## src/rtl/fetch_pkg.sv

```systemverilog
// fetch_pkg: shared types and constants for the instruction fetch stage.
package fetch_pkg;
    typedef struct packed {
        logic [31:0] pc;
        logic [31:0] inst;
        logic        misalign;
    } fetch_entry_t;
    localparam logic [31:0] DEFAULT_RESET_PC = 32'h0000_0000;
    localparam logic [31:0] PC_STEP          = 32'd4;
endpackage

```

## src/rtl/fetch_fifo.sv

```systemverilog
// fetch_fifo: flushable synchronous FIFO of PC-tagged instruction words; head read combinationally.
module fetch_fifo
    import fetch_pkg::*;
#(
    parameter  int DEPTH = 2,
    localparam int CW    = $clog2(DEPTH + 1),
    localparam int PW    = $clog2(DEPTH)
) (
    input  logic          clk,
    input  logic          rst_n,
    input  logic          push,
    input  logic          pop,
    input  logic          flush,
    input  fetch_entry_t  din,
    output fetch_entry_t  dout,
    output logic          full,
    output logic          empty,
    output logic [CW-1:0] count
);
    fetch_entry_t  mem [DEPTH];
    logic [PW-1:0] rd_ptr, wr_ptr;
    logic          do_push, do_pop;

    function automatic logic [PW-1:0] next_ptr(input logic [PW-1:0] p);
        return p == PW'(DEPTH - 1) ? '0 : p + PW'(1);
    endfunction

    assign full    = count == CW'(DEPTH);
    assign empty   = count == '0;
    assign do_push = push && !full;
    assign do_pop  = pop && !empty;
    assign dout    = mem[rd_ptr];

    always_ff @(posedge clk or negedge rst_n) begin
        if (!rst_n) begin
            rd_ptr <= '0;
            wr_ptr <= '0;
            count  <= '0;
            for (int i = 0; i < DEPTH; i++) mem[i] <= '0;
        end else if (flush) begin
            rd_ptr <= '0;
            wr_ptr <= '0;
            count  <= '0;
        end else begin
            if (do_push) begin
                mem[wr_ptr] <= din;
                wr_ptr      <= next_ptr(wr_ptr);
            end
            if (do_pop) rd_ptr <= next_ptr(rd_ptr);
            count <= count + CW'(do_push) - CW'(do_pop);
        end
    end

    assert property (@(posedge clk) disable iff (!rst_n) !(push && full && !flush))
        else $error("fetch_fifo: push into full FIFO");
endmodule

```

## src/rtl/fetch_unit.sv

```systemverilog
// fetch_unit: RV32I fetch stage - PC, credit-limited imem requests, tagged instruction buffer, redirect flush.
// Optional FETCH_ALIGN_CHECK_EN: misaligned redirect targets halt fetch and emit one fault marker entry.
module fetch_unit
    import fetch_pkg::*;
#(
    parameter logic [31:0] RESET_PC   = DEFAULT_RESET_PC,
    parameter int          FIFO_DEPTH = 2
) (
    input  logic        clk,
    input  logic        rst_n,
    output logic        imem_req_o,
    output logic [31:0] imem_addr_o,
    input  logic        imem_gnt_i,
    input  logic        imem_rvalid_i,
    input  logic [31:0] imem_rdata_i,
    input  logic        redirect_i,
    input  logic [31:0] redirect_pc_i,
    output logic        inst_valid_o,
    input  logic        inst_ready_i,
    output logic [31:0] inst_o,
    output logic [31:0] pc_o,
    output logic        misalign_o
);
    localparam int CW = $clog2(FIFO_DEPTH + 1);

    logic [31:0]   fetch_pc, resp_pc, target;
    logic [CW-1:0] outstanding, outstanding_nx, discard, count;
    logic          pop, push, push_data, drop, marker, halted, empty, unused_full;
    fetch_entry_t  head, entry;

    // Credit counts in-flight requests plus buffered words so a response always has a slot.
    assign pop        = inst_valid_o && inst_ready_i;
    assign imem_req_o = rst_n && !redirect_i && !halted &&
                        (({1'b0, outstanding} + {1'b0, count} - {{CW{1'b0}}, pop}) < (CW + 1)'(FIFO_DEPTH));
    assign imem_addr_o    = fetch_pc;
    assign outstanding_nx = outstanding + CW'(imem_req_o && imem_gnt_i) - CW'(imem_rvalid_i);
    assign drop           = imem_rvalid_i && discard != '0;
    assign push_data      = imem_rvalid_i && discard == '0;
    assign push           = push_data || marker;
    assign entry          = marker ? fetch_entry_t'{pc: fetch_pc, inst: 32'h0, misalign: 1'b1}
                                   : fetch_entry_t'{pc: resp_pc, inst: imem_rdata_i, misalign: 1'b0};
    assign inst_valid_o   = !empty;
    assign inst_o         = head.inst;
    assign pc_o           = head.pc;

`ifdef FETCH_ALIGN_CHECK_EN
    logic pend;
    assign target     = redirect_pc_i;
    assign marker     = pend && outstanding == '0 && !redirect_i;
    assign misalign_o = head.misalign;

    always_ff @(posedge clk or negedge rst_n) begin
        if (!rst_n) begin
            halted <= 1'b0;
            pend   <= 1'b0;
        end else if (redirect_i) begin
            halted <= |redirect_pc_i[1:0];
            pend   <= |redirect_pc_i[1:0];
        end else if (marker) begin
            pend <= 1'b0;
        end
    end
`else
    logic unused_misalign;
    assign target          = redirect_pc_i & ~32'h3;
    assign marker          = 1'b0;
    assign halted          = 1'b0;
    assign misalign_o      = 1'b0;
    assign unused_misalign = head.misalign;
`endif

    // A redirect discards every response still owed, including one granted this very cycle.
    always_ff @(posedge clk or negedge rst_n) begin
        if (!rst_n) begin
            fetch_pc    <= RESET_PC;
            resp_pc     <= RESET_PC;
            outstanding <= '0;
            discard     <= '0;
        end else begin
            outstanding <= outstanding_nx;
            if (redirect_i) begin
                fetch_pc <= target;
                resp_pc  <= target;
                discard  <= outstanding_nx;
            end else begin
                if (imem_req_o && imem_gnt_i) fetch_pc <= fetch_pc + PC_STEP;
                if (push_data) resp_pc <= resp_pc + PC_STEP;
                if (drop) discard <= discard - CW'(1);
            end
        end
    end

    fetch_fifo #(.DEPTH(FIFO_DEPTH)) u_fifo (
        .clk   (clk),
        .rst_n (rst_n),
        .push  (push),
        .pop   (pop),
        .flush (redirect_i),
        .din   (entry),
        .dout  (head),
        .full  (unused_full),
        .empty (empty),
        .count (count)
    );
endmodule

```

## config.mk

```make
export PLATFORM = sky130hd
export DESIGN_NAME = fetch_unit
export DESIGN_NICKNAME = d
export VERILOG_FILES = /design/src/rtl/fetch_pkg.sv /design/src/rtl/fetch_fifo.sv /design/src/rtl/fetch_unit.sv
export SDC_FILE = /design/constraint.sdc
export NUM_CORES = 1
export LEC_CHECK = 0
export CELL_PAD_IN_SITES_DETAIL_PLACEMENT = 1
export CELL_PAD_IN_SITES_GLOBAL_PLACEMENT = 1
export CORE_MARGIN = 5
export CORE_UTILIZATION = 51
export CTS_BUF_LIST = sky130_fd_sc_hd__clkbuf_4 sky130_fd_sc_hd__clkbuf_8 sky130_fd_sc_hd__clkbuf_16
export DETAILED_ROUTE_END_ITERATION = 8
export DONT_BUFFER_PORTS = 1
export PLACE_DENSITY = 0.9
export SLEW_MARGIN = 30
export SYNTH_ARGS = -nofsm -noshare
export SYNTH_HDL_FRONTEND = slang
export SYNTH_HIERARCHICAL = 1
export SYNTH_SLANG_ARGS = --single-unit
```

## constraint.sdc

```tcl
create_clock -name clk -period 4.1 [get_ports clk]
set_input_delay 1.025 -clock clk [delete_from_list [all_inputs] [get_ports clk]]
set_output_delay 1.025 -clock clk [all_outputs]
set_load 0.05 [all_outputs]
```

==> results_dict.tcl <==
set metrics [dict create \
    dieArea_mm2 0.02151 \
    min_period_over_period_pct 91.03 \
    fmax_ghz 0.2679 \
    seqPwrFrac_pct 40.2 \
    synth_area_mm2 0.009525 \
    grt_overflow 0 \
    drt_iter0_markers 323 \
    area_delta_synth_final_pct 8.525 \
    cts_buffer_depth 2 \
    antenna_found_initial 0 \
    cts_tree "yes" \
    drc_errors 0 \
    status "finished, final reports clean" \
    clkTransAtPathRegs_ns 0.07 \
    p_sw_share_pct 42.18 \
    reg2reg_slack_ns 0.98 \
    min_path_type "input port to asynchronous set/reset pin" \
    dp_hpwl_um 15870 \
    p_leak_nw 4.431 \
    fp.coreArea_mm2 0.01852 \
    crit_type "input port to output pin" \
    clock_sinks 196 \
    insertion_delay_ns 0.43 \
    final_common_cell "dfrtp_1" \
    cts_setup_buffers 0 \
    io_pins 169 \
    vias 6091 \
    worstMarginPinSlew_ns 0.7856 \
    fin_crit_ns 3.732 \
    grt_pass1_wl_um 37850 \
    final_layout_size_suffix_gt1_share_pct 27.57 \
    via_per_inst 6.073 \
    postCtsResizedCells 0 \
    wire_per_inst_um 23.04 \
    ant_nets 0 \
    relSlewSlack_pct 47.35 \
    mostFrequentLayoutCells "dfrtp_1 (195), mux2_2 (149), nand2_1 (57)" \
    switching_power_mw 3.322 \
    grt_usage_pct 22.09 \
    rsz0062_at_grt "no" \
    r2r-end "imem_addr_o[5]" \
    critPathRequiredTime_ns 3.07 \
    rows 50 \
    start_kind "input port" \
    fin_skew_ns 0.009877 \
    routabilityCongestion 0.8133 \
    numCtsBuffers 17 \
    cts.htree.levels 4 \
    tns_ns 0 \
    fin_area_mm2 0.01034 \
    grt_max_degree 199 \
    dpl_cell_area_mm2 0.009686 \
    internal_power_mw 4.554 \
    grt_pass1_vias 6695 \
    wirelength_um 23110 \
    setup.worst_path.end_class "output pin" \
    final_nets 836 \
    synthCells 761 \
    slew_viol_final 0 \
    setup_viol 0 \
    worstReg2RegStart "u_fifo/count[1]" \
    dr.pass1.iters 4 \
    dieWidth_um 146.7 \
    diodes 0 \
    reg2reg_depth 12 \
    drv_cap 0 \
    ir_worst_vdd_mv 0.3503 \
    ctsHoldBuffers 0 \
    clkPwrFrac_pct 23.3 \
    crit_fanout 4 \
    die-height_um 146.7 \
    ys_warn_count 6 \
    power_frac_comb_pct 36.5 \
    root_buffer "clkbuf_16" \
    finalHoldViolCount 0 \
    p_per_area_mw_per_mm2 761.8 \
    avgSynthCellArea_um2 12.52 \
    cp.arrival_ns 2.71 \
    portBuffers 0 \
    start_util_pct 51.44 \
]
-- power by group through the flow --
stage / clock (mW) / combinational [mW] / sequential, mW
after floorplan: 0 / 2.62 / 3.03
after global placement: 0 / 2.83 / 3.14
after detailed placement: 0 / 2.89 / 3.21
after CTS: 1.87 / 2.91 / 3.17
after global routing: 1.97 / 3.05 / 3.26
final: 1.83 / 2.88 / 3.17
-- state kept, by name (all words and copies together), names as in the netlist --
register,count
outstanding,2
u_fifo/rd_ptr,1
u_fifo/count,2
resp_pc,30
discard,2
u_fifo/wr_ptr,1
u_fifo/mem,128
imem_addr_o,30
-- through the flow --
stage / utilization [%] / hold WS, ns / worst slack [ns] / total power [mW] / cells
floorplan: - / 0.4541 / 0.2551 / 5.654 / 767
global placement: 52.30 / 0.4629 / 0.3471 / 5.971 / 971
detailed placement: 52.30 / 0.4717 / 0.3430 / 6.097 / 971
CTS: 55.82 / 0.2677 / 0.3379 / 7.952 / 1003
global route: 55.82 / 0.2510 / 0.2600 / 8.277 / 1003
finish: 55.82 / 0.2839 / 0.3678 / 7.875 / 1003
-- per-layer routing --
layer	vias up	wire [µm]	GRT usage, %
li1	2727	-	-
met1	3137	9249	26.77
met2	194	11430	37.24
met3	33	1986	8.101
met4	0	444	6.068
met5	-	0	0
-- how the worst max path moves through the flow --
stage	startpoint	endpoint	slack, ns	cells past startpoint
after detailed placement	inst_ready_i	imem_req_o	0.34	7
after global placement	inst_ready_i	imem_req_o	0.35	7
final	inst_ready_i	imem_req_o	0.37	7
after global routing	inst_ready_i	imem_req_o	0.26	7
after CTS	inst_ready_i	imem_req_o	0.34	7
after floorplan	inst_ready_i	imem_req_o	0.26	6
-- layout make-up --
| class | instances | area [µm²] |
|---|---|---|
| Clock inverter | 14 | 212.7 |
| Timing Repair Buffer | 9 | 105.1 |
| Multi-Input combinational cell | 518 | 4329 |
| Sequential cell | 196 | 4906 |
| Clock buffer | 18 | 439.2 |
| Fill cell | 1844 | 8180 |
| Tap cell | 234 | 292.8 |
| Inverter | 14 | 52.55 |
-- worst max-delay path, stage by stage --
cell	delay (ns)
nor2b_1	0.15
ha_1	0.24
nand2b_1	0.15
fa_1	0.38
xnor2_1	0.46
nor3_2	0.09
buf_4	0.20
Note: power is estimated with default switching activity, not from simulation.
